==> config.mk <==
export PLATFORM = sky130hd
export DESIGN_NAME = nbit_seq_divider_flat
export DESIGN_NICKNAME = d
export VERILOG_FILES = /design/src/rtl/nbit_arith_pkg.sv /design/src/rtl/nbit_seq_divider_if.sv /design/src/rtl/nbit_div_step.sv /design/src/rtl/nbit_seq_divider.sv /design/src/flat_wrapper.sv
export SDC_FILE = /design/constraint.sdc
export NUM_CORES = 1
export LEC_CHECK = 0
export BUFFER_PORTS_ARGS = -buffer_cell sky130_fd_sc_hd__buf_2
export CAP_MARGIN = 20
export CORE_ASPECT_RATIO = 1.75
export CORE_MARGIN = 2
export CORE_UTILIZATION = 63
export CTS_BUF_LIST = sky130_fd_sc_hd__clkbuf_8
export DETAILED_ROUTE_END_ITERATION = 7
export GPL_TIMING_DRIVEN = 0
export HOLD_SLACK_MARGIN = 0.06
export PLACE_DENSITY = 0.94
export SETUP_SLACK_MARGIN = 0.4
export SYNTH_ARGS = -nofsm -noshare
export SYNTH_HDL_FRONTEND = slang
export SYNTH_SLANG_ARGS = --single-unit
==> constraint.sdc <==
create_clock -name clk -period 5.8 [get_ports clk]
set_input_delay 1.16 -clock clk [delete_from_list [all_inputs] [get_ports clk]]
set_output_delay 1.16 -clock clk [all_outputs]
set_load 0.01 [all_outputs]
==> src/rtl/nbit_arith_pkg.sv <==
// Shared definitions for the N-bit arithmetic datapath blocks (divider FSM states,
// default operand width and the iteration-counter width helper).
package nbit_arith_pkg;

    localparam int DIV_WIDTH_DEF = 8;

    typedef enum logic [1:0] {
        ST_IDLE = 2'd0,
        ST_CALC = 2'd1,
        ST_DONE = 2'd2
    } div_state_e;

    function automatic int cnt_width(input int n);
        return $clog2(n + 1);
    endfunction

endpackage

==> src/rtl/nbit_seq_divider_if.sv <==
// Start/busy/done handshake plus operand and result buses of the sequential divider.
interface nbit_seq_divider_if #(
    parameter int N = 8
);
    logic         start;
    logic [N-1:0] dividend;
    logic [N-1:0] divisor;
    logic         busy;
    logic         done;
    logic [N-1:0] quotient;
    logic [N-1:0] remainder;
    logic         div_by_zero;

    modport master (
        output start, dividend, divisor,
        input  busy, done, quotient, remainder, div_by_zero
    );

    modport slave (
        input  start, dividend, divisor,
        output busy, done, quotient, remainder, div_by_zero
    );
endinterface

==> src/rtl/nbit_div_step.sv <==
// One combinational restoring-division step: shift the next dividend bit into the
// partial remainder, trial-subtract the divisor and keep the result if non-negative.
module nbit_div_step #(
    parameter int N = 8
) (
    input  logic [N:0]   r_i,
    input  logic         q_msb_i,
    input  logic [N-1:0] d_i,
    output logic [N:0]   r_o,
    output logic         q_bit_o
);
    logic [N:0] t;
    logic [N:0] d_ext;
    logic       unused_r_msb;

    // The stored remainder is always below the divisor, so its top bit never
    // carries information into the shift.
    assign unused_r_msb = r_i[N];
    assign t            = {r_i[N-1:0], q_msb_i};
    assign d_ext        = {1'b0, d_i};
    assign q_bit_o      = (t >= d_ext);
    assign r_o          = q_bit_o ? (t - d_ext) : t;
endmodule

==> src/rtl/nbit_seq_divider.sv <==
// Sequential N-bit unsigned restoring divider: one quotient bit per clock,
// start/busy/done handshake, divide-by-zero reported alongside the results.
module nbit_seq_divider
    import nbit_arith_pkg::*;
#(
    parameter int N = DIV_WIDTH_DEF
) (
    input  logic              clk,
    input  logic              rst,
    nbit_seq_divider_if.slave bus
);
    localparam int            CW        = cnt_width(N);
    localparam logic [CW-1:0] LAST_STEP = CW'(N - 1);

    div_state_e    state_q, state_d;
    logic [N:0]    r_q, r_d;
    logic [N-1:0]  q_q, q_d;
    logic [N-1:0]  d_q, d_d;
    logic [N-1:0]  quo_q, quo_d;
    logic [N-1:0]  rem_q, rem_d;
    logic [CW-1:0] cnt_q, cnt_d;
    logic          dz_q, dz_d;
    logic          zero_op_q, zero_op_d;
    logic          accept;
    logic [N:0]    step_r;
    logic          step_bit;

    nbit_div_step #(.N(N)) u_step (
        .r_i     (r_q),
        .q_msb_i (q_q[N-1]),
        .d_i     (d_q),
        .r_o     (step_r),
        .q_bit_o (step_bit)
    );

    always_comb begin
        state_d   = state_q;
        r_d       = r_q;
        q_d       = q_q;
        d_d       = d_q;
        quo_d     = quo_q;
        rem_d     = rem_q;
        cnt_d     = cnt_q;
        dz_d      = dz_q;
        zero_op_d = zero_op_q;
        accept    = 1'b0;

        case (state_q)
            ST_IDLE: accept = bus.start;
            ST_CALC: begin
                r_d   = step_r;
                q_d   = {q_q[N-2:0], step_bit};
                cnt_d = cnt_q + CW'(1);
                if (cnt_q == LAST_STEP) begin
                    state_d = ST_DONE;
                    if (zero_op_q) begin
                        quo_d = '1;
                        rem_d = q_q;
                        dz_d  = 1'b1;
                    end else begin
                        quo_d = {q_q[N-2:0], step_bit};
                        rem_d = step_r[N-1:0];
                    end
                end
            end
            ST_DONE: begin
                state_d = ST_IDLE;
                accept  = bus.start;
            end
            default: state_d = ST_IDLE;
        endcase

        if (accept) begin
            state_d   = ST_CALC;
            q_d       = bus.dividend;
            d_d       = bus.divisor;
            r_d       = '0;
            dz_d      = 1'b0;
            zero_op_d = (bus.divisor == '0);
            // A zero divisor makes a single pass so its results land on the
            // same schedule as a one-step operation; Q still holds the dividend.
            cnt_d     = (bus.divisor == '0) ? LAST_STEP : '0;
        end
    end

    always_ff @(posedge clk or posedge rst) begin
        if (rst) begin
            state_q   <= ST_IDLE;
            r_q       <= '0;
            q_q       <= '0;
            d_q       <= '0;
            quo_q     <= '0;
            rem_q     <= '0;
            cnt_q     <= '0;
            dz_q      <= 1'b0;
            zero_op_q <= 1'b0;
        end else begin
            state_q   <= state_d;
            r_q       <= r_d;
            q_q       <= q_d;
            d_q       <= d_d;
            quo_q     <= quo_d;
            rem_q     <= rem_d;
            cnt_q     <= cnt_d;
            dz_q      <= dz_d;
            zero_op_q <= zero_op_d;
        end
    end

    assign bus.busy        = (state_q == ST_CALC);
    assign bus.done        = (state_q == ST_DONE);
    assign bus.quotient    = quo_q;
    assign bus.remainder   = rem_q;
    assign bus.div_by_zero = dz_q;
endmodule
==> src/flat_wrapper.sv <==
// flat-port wrapper written by rule: the top's interface ports become plain ports
module nbit_seq_divider_flat import nbit_arith_pkg::*;
#(
    parameter int N = DIV_WIDTH_DEF
)
  (clk, rst, bus_start, bus_dividend, bus_divisor, bus_busy, bus_done, bus_quotient, bus_remainder, bus_div_by_zero);
  nbit_seq_divider_if #(.N(N)) bus_i ();
  input  logic clk;
  input  logic rst;
  input wire logic [$bits(bus_i.start)-1:0] bus_start;
  input wire logic [$bits(bus_i.dividend)-1:0] bus_dividend;
  input wire logic [$bits(bus_i.divisor)-1:0] bus_divisor;
  output wire logic [$bits(bus_i.busy)-1:0] bus_busy;
  output wire logic [$bits(bus_i.done)-1:0] bus_done;
  output wire logic [$bits(bus_i.quotient)-1:0] bus_quotient;
  output wire logic [$bits(bus_i.remainder)-1:0] bus_remainder;
  output wire logic [$bits(bus_i.div_by_zero)-1:0] bus_div_by_zero;
  assign bus_i.start = bus_start;
  assign bus_i.dividend = bus_dividend;
  assign bus_i.divisor = bus_divisor;
  assign bus_busy = bus_i.busy;
  assign bus_done = bus_i.done;
  assign bus_quotient = bus_i.quotient;
  assign bus_remainder = bus_i.remainder;
  assign bus_div_by_zero = bus_i.div_by_zero;
  nbit_seq_divider #(.N(N)) u_core (.clk(clk), .rst(rst), .bus(bus_i));
endmodule
**After elaboration in Yosys (flattened, before gate mapping)**

Index checks and enable logic that the tools add are counted.

- Bits in registers: 48
- Bits in latches: 0
- Memory bits (writable): 0
- Memory bits (read-only): 0
- Logic and storage cells: 44
- Memories: 0

- Add/subtract/negate cells: 2
- Multipliers: 0
- Divide/modulo/power cells: 0
- Magnitude comparators: 1
- Equality and inequality tests: 5
- Shifts and indexed selects: 0
- Multiplexer cells: 18
- Bitwise operators: 0
- Reduce and logical (&&, ||, !) cells: 9

Operator list:

| kind | count |
|---|---|
| 8-bit 2-to-1 mux | 7 |
| 9-bit by 8-bit >= comparator with 1-bit output | 1 |
| 8-bit zero test | 1 |
| 4-bit 2-to-1 mux | 2 |
| 8-bit subtractor | 1 |
| 2-bit nonzero test | 3 |
| 1-bit 2-to-1 mux | 5 |
| 4-bit by 1-bit adder with 4-bit output, second input constant | 1 |
| 4-bit by 3-bit equality test with 1-bit output, second input constant | 1 |
| 2-bit 2-to-1 mux | 2 |
| 2-bit case mux with 2 select lines | 1 |
| 2-bit AND reduction | 2 |
| 3-bit 2-to-1 mux | 1 |
| 3-bit by 1-bit != test with 1-bit output, second input constant | 1 |
| 3-bit AND reduction | 1 |
| 2-bit by 1-bit equality test with 1-bit output, second input constant | 1 |
| 2-bit equality test, second input constant | 1 |
| 2-bit zero test | 1 |
| 2-bit by 1-bit != test with 1-bit output, second input constant | 1 |
| 2-bit OR reduction | 1 |

**Longest topological paths before layout**

Gate-level depths: netlist of the first run.

- Word-level depth: 5
- Gate-level depth with buffers: 9
- Depth with buffers taken out: 9

**By module**

From an unflattened synthesis of the first run, not the netlist that was laid out.

- Cells, all modules: 267
- Area total of the unflattened synthesis: 2642.5 um2

Modules (own cells, without submodules):

| module | times used | cells each | area each (um2) | sequential area each (um2) |
|---|---|---|---|---|
| nbit_seq_divider | 1 | 191 | 2095.8 | 1226.2 |
| nbit_div_step | 1 | 76 | 546.8 | 0.0 |

**Worst setup path before layout of the first run**

OpenSTA, ideal clock, no wires.

- Path kind: in2reg
- From: in bus_start
- To: reg u_core.r_q[7]
- Setup time: 95 ps
- Data arrival time: 2116 ps
- Slack: 3589 ps
- Stages on the path: 6
- Buffers on the path: 2
- Path through: nor2b_1 > clkbuf_1 > nor2_1 > clkbuf_1 > nand2_1 > o31ai_1

- Cells in the longest elaborated chain, start to end: 2
- Elaborated cells between the ends (all ways): 3

Ends and longest elaborated chain:

| item | RTL line | source |
|---|---|---|
| from (decl) | flat_wrapper.sv:10 | `input wire logic [$bits(bus_i.start)-1:0] bus_start;` |
| 1-bit 2-to-1 mux (*) | nbit_seq_divider.sv:48 | `case (state_q)` |
| 8-bit 2-to-1 mux / 2-bit nonzero test (equally long branches) | -- |  |
| to (signal assigned) | nbit_seq_divider.sv:99 | `r_q <= r_d;` |
| to (decl) | nbit_seq_divider.sv:16 | `logic [N:0] r_q, r_d;` |

Every way passes the cells marked *; elsewhere a longest branch is shown, timed or not.
A chain may end at the register's enable or synchronous reset.

**Final worst setup path of the first run**

- From: reg u_core.state_q[1]
- To: out bus_busy

- Cells in the longest elaborated chain, start to end: 1

Ends and longest elaborated chain:

| item | RTL line | source |
|---|---|---|
| from (decl) | nbit_seq_divider.sv:15 | `div_state_e state_q, state_d;` |
| from (signal assigned) | nbit_seq_divider.sv:98 | `state_q <= state_d;` |
| 2-bit by 1-bit equality test with 1-bit output | nbit_seq_divider.sv:110 | `assign bus.busy = (state_q == ST_CALC);` |
| to (decl) | flat_wrapper.sv:13 | `output wire logic [$bits(bus_i.busy)-1:0] bus_busy;` |

No other way between the ends.

==> results of run 1 <==
-- worst register-to-register path, cell delays in order, from the launching register on --
cell and delay [ns]:
dfrtp_1 0.41, inv_1 0.12, ha_1 0.22, inv_1 0.07, fa_1 0.41, a211oi_1 0.41, o41ai_1 0.12, o21ai_0 0.33
a31oi_1 0.15
-- through the flow --
step           total power, W  instances  setup slack (ns)  utilization (%)
2_1_floorplan         0.00134        268              3.50                -
3_3_place_gp          0.00160        353              2.97             71.1
3_5_place_dp          0.00164        354              3.14             71.6
4_1_cts               0.00189        362              2.94             74.5
5_1_grt               0.00205        362              2.89             74.5
6_report              0.00190        362              2.94             74.5
-- path summary, 6_finish.rpt --
kind	end	depth (start not counted)	slack, ns	start
setup reg to reg	u_core.r_q[6]	8	3.44	u_core.q_q[7]
setup / recovery	bus_busy	4	2.94	u_core.state_q[1]
hold / removal	u_core.bus.quotient[4]	2	0.47	u_core.bus.quotient[4]
hold reg to reg	u_core.bus.quotient[4]	2	0.47	u_core.bus.quotient[4]
max in group asynchronous	u_core.bus.remainder[7]	3	4.53	rst
min in group asynchronous	u_core.cnt_q[3]	2	0.78	rst
-- power groups by stage --
stage,sequential (W),combinational (W),clock (W)
floorplan,0.000597,0.000747,0
global placement,0.000597,0.000999,0
detailed placement,0.000601,0.00104,0
CTS,0.000597,0.00105,0.000245
global route,0.000616,0.00117,0.000258
finish,0.000603,0.00106,0.000242
-- area by class of cell --
class                      instances  area (sq um)
multi-input combinational        193          1150
fill                             281           976
clock buffer                       5          68.8
inverter                          15          56.3
sequential                        48          1200
tap                               48          60.1
timing repair buffer              38           205
buffer                            12          65.1
clock inverter                     3          42.5
-- sequential cells by signal, indices dropped and copies added (netlist names) --
| name | cells |
|---|---|
| u_core.bus.quotient | 8 |
| u_core.cnt_q | 4 |
| u_core.d_q | 8 |
| u_core.q_q | 8 |
| u_core.zero_op_q | 1 |
| u_core.r_q | 8 |
| u_core.bus.remainder | 8 |
| u_core.bus.div_by_zero | 1 |
| u_core.state_q | 2 |
-- placed cells by master, fill, tap and decap left out, drive strengths merged, types with 3 or more instances in the layout --
| cell | count |
|---|---|
| a22oi | 8 |
| xor2 | 3 |
| a31oi | 3 |
| and3 | 7 |
| a211oi | 3 |
| nand3 | 5 |
| nand2b | 5 |
| nor2b | 4 |
| o211ai | 4 |
| ha | 9 |
| buf | 42 |
| nor2 | 13 |
| mux2i | 5 |
| clkbuf | 13 |
| a21oi | 14 |
| nor4 | 3 |
| inv | 15 |
| o21ai | 34 |
| dfrtp | 48 |
| nand2 | 54 |
-- kinds of logic (layout without fill, tap and decap cells) --
kind of cell / after synthesis / after routing / synth area share [%]
XOR/XNOR: 3 / 3 / 1.06
AND/OR/NAND/NOR: 99 / 99 / 18.9
buffers and inverters: 27 / 73 / 4.90
flip-flops: 48 / 48 / 48.5
adder cells (fa/ha/maj): 10 / 10 / 5.36
AO/OA/AOI/OAI: 76 / 76 / 19.3
multiplexers: 5 / 5 / 2.02
-- synth_stat cells, types with 2 or more instances --
library cell / count
nand2_1: 53
dfrtp_1: 48
o21ai_0: 33
inv_1: 14
nor2_1: 13
a21oi_1: 12
ha_1: 9
a22oi_1: 8
clkbuf_1: 8
and3_1: 6
mux2i_1: 5
nand2b_1: 5
nand3_1: 4
nor2b_1: 4
o211ai_1: 4
a211oi_1: 3
a31oi_1: 3
nor4_1: 3
xor2_1: 3
a21oi_2: 2
a221o_1: 2
buf_6: 2
nand3b_1: 2
o31ai_1: 2
-- metal layers --
| metal | GRT usage [%] | wire length (um) |
|---|---|---|
| met5 | 0 | 0 |
| met4 | 21.1 | 349 |
| met3 | 6.36 | 284 |
| met2 | 52.0 | 3270 |
| met1 | 32.4 | 2310 |
==> results_dict.tcl, run 1 <==
set metrics [dict create \
    highest_delay_cell_along_the_critical_path "clkbuf_1" \
    route.antenna.remaining_nets 0 \
    ys_top_cells_by_area "dfrtp_1 (49%), nand2_1 (8.0%), o21ai_0 (6.7%)" \
    worst_skew_pair.late_latency_ns 0.32 \
    worst_path_dominant_cell_family "buffers and inverters" \
    grt_antenna_before_repair 0 \
    die_footprint_sq_um 4470 \
    design.core.area_sq_um 3830 \
    num_vias 2210 \
    finish.instance_area_sq_um 2850 \
    wl_mm 6.21 \
    netlist_area_sq_um 2480 \
    timing.setup.critical_path_class "reg2out" \
    clockBufferDepth 2 \
    portBuffers 37 \
    power.share.switching_pct 45.7 \
    power_frac_clock_pct 12.7 \
    clkSlewWorstSetupHoldPaths_ns 0.09 \
    synth_async_sr_flop_share_pct 100 \
    clock_buffer_count_from_cts 5 \
    cts_resized 0 \
    worstHoldPathType "reg2reg" \
    dp_hpwl_mm 4.54 \
    synthesis.area_per_instance_sq_um 9.24 \
    fmax_mhz 349 \
    areaGrowthSynthToFinish_pct 15.2 \
    cellInternalPower_w 0.00103 \
    gr-total-overflow 0 \
    timing.critical_path.slowest_cell_delay_ns 0.43 \
    final_layout_size_suffix_gt1_share_pct 19.4 \
    cts_post_setup_buffers_inserted 0 \
    route.detailed.vias_per_inst 6.10 \
    std_cell_rows 30 \
    grt_start_max_net_pins 37 \
    fin_hold_ws_ns 0.469 \
    critical_path_required_ns 4.64 \
    vdd_ir_drop_max_mv 0.512 \
    remaining_drc_errors 0 \
    min_period_over_period_pct 49.3 \
    detail_route.first_pass.iterations 4 \
    tritoncts "built" \
    gpl.final_weighted_congestion 0.938 \
    grt_pass1_wl_mm 9.88 \
    yosys_warnings 0 \
    chipWidth_um 51.4 \
    power_density_nw_per_um2 667 \
    timing_hold_violations_final 0 \
    timing.critical_path.to_type "output pin" \
    synth_ff_type "dfrtp_1" \
    max-cap-violations 0 \
    htree_levels 2 \
    synth-edff-count 0 \
    postCtsHoldBufs 0 \
    ys_seq_elements 48 \
    placed_standard_cell_area_sq_um 2740 \
    die_height_um 86.9 \
    cp_data_arrival_time_ns 1.70 \
    synthesized_netlist_cell_count 268 \
    switchingPower_w 0.000870 \
    first_global_vias 2127 \
    worstPathMaxFanout 10 \
    crit_path_cell_trace "nand2b_1 -> inv_2 -> clkbuf_1 -> buf_2" \
    initial_utilization_pct 64.7 \
    slew_viol_final 0 \
    antenna_cells 0 \
    setup_repair_after_global_routing_missed_its_margin "false" \
    clock_skew_ns 0.00981 \
    outcome "complete, no violations" \
    final_layout_setup_total_negative_slack_ns 0 \
    synth.net_count 297 \
    post_synth_num_cell_types 44 \
    setup_violators_final 0 \
    clock-sinks 48 \
    yosysTopAreaCellShare_pct 48.5 \
    nNetsFinal 342 \
    wire_per_inst_um 17.2 \
    sequentialPowerShare_pct 31.7 \
    track_usage_pct 30.4 \
    max-slew-margin-rel_pct 64.9 \
    share_comb_of_total_power_pct 55.6 \
    timing.final.crit_period_ns 2.86 \
    cp_num_buf_inv 3 \
    tightest_slew_ns 0.527 \
    synth-seq-area-share_pct 48.5 \
    synthDominantAreaCellType "dfrtp_1" \
    timing.critical_path.from_type "flip-flop" \
    num_io_pins 38 \
    cts-root-buf "clkbuf_8" \
    drt-initial-drc-count 89 \
    power.static_leakage_nw 1.43 \
]
Power figures use the tool's default switching activity.
==> run 2, diff against run 1 <==
CORE_UTILIZATION = 53   (was 63)
PLACE_DENSITY = 0.85   (was 0.94)
clock period = 2.56 ns   (was 5.8 ns; I/O delays follow)
==> results_dict.tcl, run 2 (synthesis gave the netlist of run 1 again) <==
set metrics [dict create \
    timing.critical_path.depth 9 \
    power.static_leakage_nw 1.44 \
    detail_route.first_pass.iterations 4 \
    layout.core_utilization_pct 65.5 \
    num_vias 2111 \
    gr-total-overflow 0 \
    final_critical_path_setup_slack_ns 0.439 \
    num_io_pins 38 \
    vdd_ir_drop_max_mv 0.935 \
    cp_data_arrival_time_ns 2.33 \
    setup_violators_final 0 \
    tritoncts "built" \
    fmax_mhz 471 \
    grt_start_max_net_pins 30 \
    ff2ff_setup_slack_ns 0.44 \
    portBuffers 37 \
    worstPathMaxFanout 4 \
    route.antenna.remaining_nets 0 \
    max-cap-violations 0 \
    fin_hold_ws_ns 0.191 \
    clock_skew_ns 0.00830 \
    final_common_cell "nand2_1" \
    chipWidth_um 55.7 \
    gpl.final_weighted_congestion 0.819 \
    dp_hpwl_mm 4.46 \
    clock-sinks 48 \
    crit_path_cell_trace "inv_2 -> ha_2 -> inv_1 -> fa_2 -> a211oi_4 -> o211ai_1 -> o41ai_1 -> o21ai_1 -> a31oi_1" \
    timing.critical_path.from_type "flip-flop" \
    critical_path_required_ns 2.77 \
    grt_antenna_before_repair 0 \
    nNetsFinal 343 \
    worst_path_dominant_cell_family "compound AO/OA/AOI/OAI gates" \
    die_footprint_sq_um 5260 \
    wire_per_inst_um 16.0 \
    worstHoldPathType "in2async" \
    route.detailed.vias_per_inst 5.77 \
    worstSetupStartpoint "u_core.q_q[7]" \
    cts-root-buf "clkbuf_8" \
    remaining_drc_errors 0 \
    slew_viol_final 0 \
    min_period_over_period_pct 82.9 \
    numPlacedInstances 357 \
    htree_levels 2 \
    final_layout_setup_total_negative_slack_ns 0 \
    nFillCells 374 \
    timing.critical_path.slowest_cell_delay_ns 0.41 \
    stdcell_count 366 \
    tightest_slew_ns 0.500 \
    grt_pass1_wl_mm 9.69 \
    timing.final.crit_period_ns 2.12 \
    areaGrowthSynthToFinish_pct 17.5 \
    worst_skew_pair.late_latency_ns 0.30 \
    highest_delay_cell_along_the_critical_path "dfrtp_1" \
    max-slew-margin-rel_pct 66.7 \
    initial_utilization_pct 55.7 \
    postCtsHoldBufs 0 \
    regToRegEndpoint "u_core.r_q[6]" \
    timing_hold_violations_final 0 \
    std_cell_rows 32 \
    place_worst_setup_slack_ns 0.212 \
    cp_num_buf_inv 2 \
    critical_path.endpoint "u_core.r_q[6]" \
    drt-initial-drc-count 71 \
    first_global_vias 2147 \
    clkSlewWorstSetupHoldPaths_ns 0.09 \
    setup_repair_after_global_routing_missed_its_margin "true" \
    design.core.area_sq_um 4440 \
    clock_buffer_count_from_cts 5 \
    track_usage_pct 23.7 \
    die_height_um 94.4 \
    antenna_cells 0 \
    wl_mm 5.87 \
    power_density_nw_per_um2 1510 \
    r2r_cells 9 \
    final_layout_size_suffix_gt1_share_pct 22.9 \
    clockBufferDepth 2 \
    outcome "complete, no violations" \
    final_cell_mix "nand2_1 (53), dfrtp_1 (48), buf_2 (38)" \
    timing.critical_path.to_type "flip-flop" \
    timing.setup.critical_path_class "reg2reg" \
    crit-reg2reg-launch "u_core.q_q[7]" \
]
==> run 2: cell count changes in the layout (fill, tap and decap cells not counted), sizes merged <==
cell / before / now
clkbuf: 13 / 14
buf: 42 / 43
clkinv: 1 / 0
inv: 15 / 16
bufinv: 1 / 0
==> run 2: worst min path at each step <==
stage,cells after the start,endpoint,from
after floorplan,1,u_core.cnt_q[3],u_core.cnt_q[3]
after global placement,2,u_core.bus.quotient[3],u_core.bus.quotient[3]
after detailed placement,2,u_core.bus.quotient[1],u_core.bus.quotient[1]
after CTS,2,u_core.bus.quotient[7],rst
after global routing,2,u_core.q_q[2],rst
final,2,u_core.bus.quotient[7],rst
==> run 2: report_power, final <==
group          leakage [nW]  internal [W]  switching, W
Clock                0.0486      0.000216      0.000249
Sequential            0.592       0.00112      0.000239
Combinational         0.794       0.00105       0.00153
Total                  1.44       0.00238       0.00202
==> run 2: layout make-up <==
type	instances	area, sq um	share of cell area [%]
Multi-Input combinational cell	193	1210	41.8
Clock buffer	6	82.6	2.84
Clock inverter	2	11.3	0.387
Timing Repair Buffer	39	213	7.31
Inverter	15	56.3	1.94
Tap cell	51	63.8	2.19
Buffer	12	66.3	2.28
Sequential cell	48	1200	41.3
==> run 2: worst register-to-register path, stage by stage, from the launching register on <==
cell and delay, ns:
dfrtp_1 0.41, inv_2 0.09, ha_2 0.21, inv_1 0.06, fa_2 0.37, a211oi_4 0.26, o211ai_1 0.13, o41ai_1 0.08
o21ai_1 0.20, a31oi_1 0.23
==> run 2: routing by layer <==
metal  up-vias  track usage [%]  part of all wire [%]
li1       1022                -                     -
met1       997             24.4                    37
met2        78             44.3                    55
met3        14             4.79                   5.4
met4         0             12.6                   2.6
met5         -                0                     0
==> run 2: timing repair <==
item / 4_1_cts / 5_1_grt
buffers inserted: 0 / 1
gates resized for setup: 4 / 12
pin swaps: 1 / 4
setup endpoints to repair: 4 / 10
==> run 2: per-stage QoR <==
stage                     total power (W)  area, sq um
final                             0.00440         2910
after global routing              0.00475         2910
after CTS                         0.00418         2850
after detailed placement          0.00369         2750
after global placement            0.00359         2730
after floorplan                   0.00304         2480
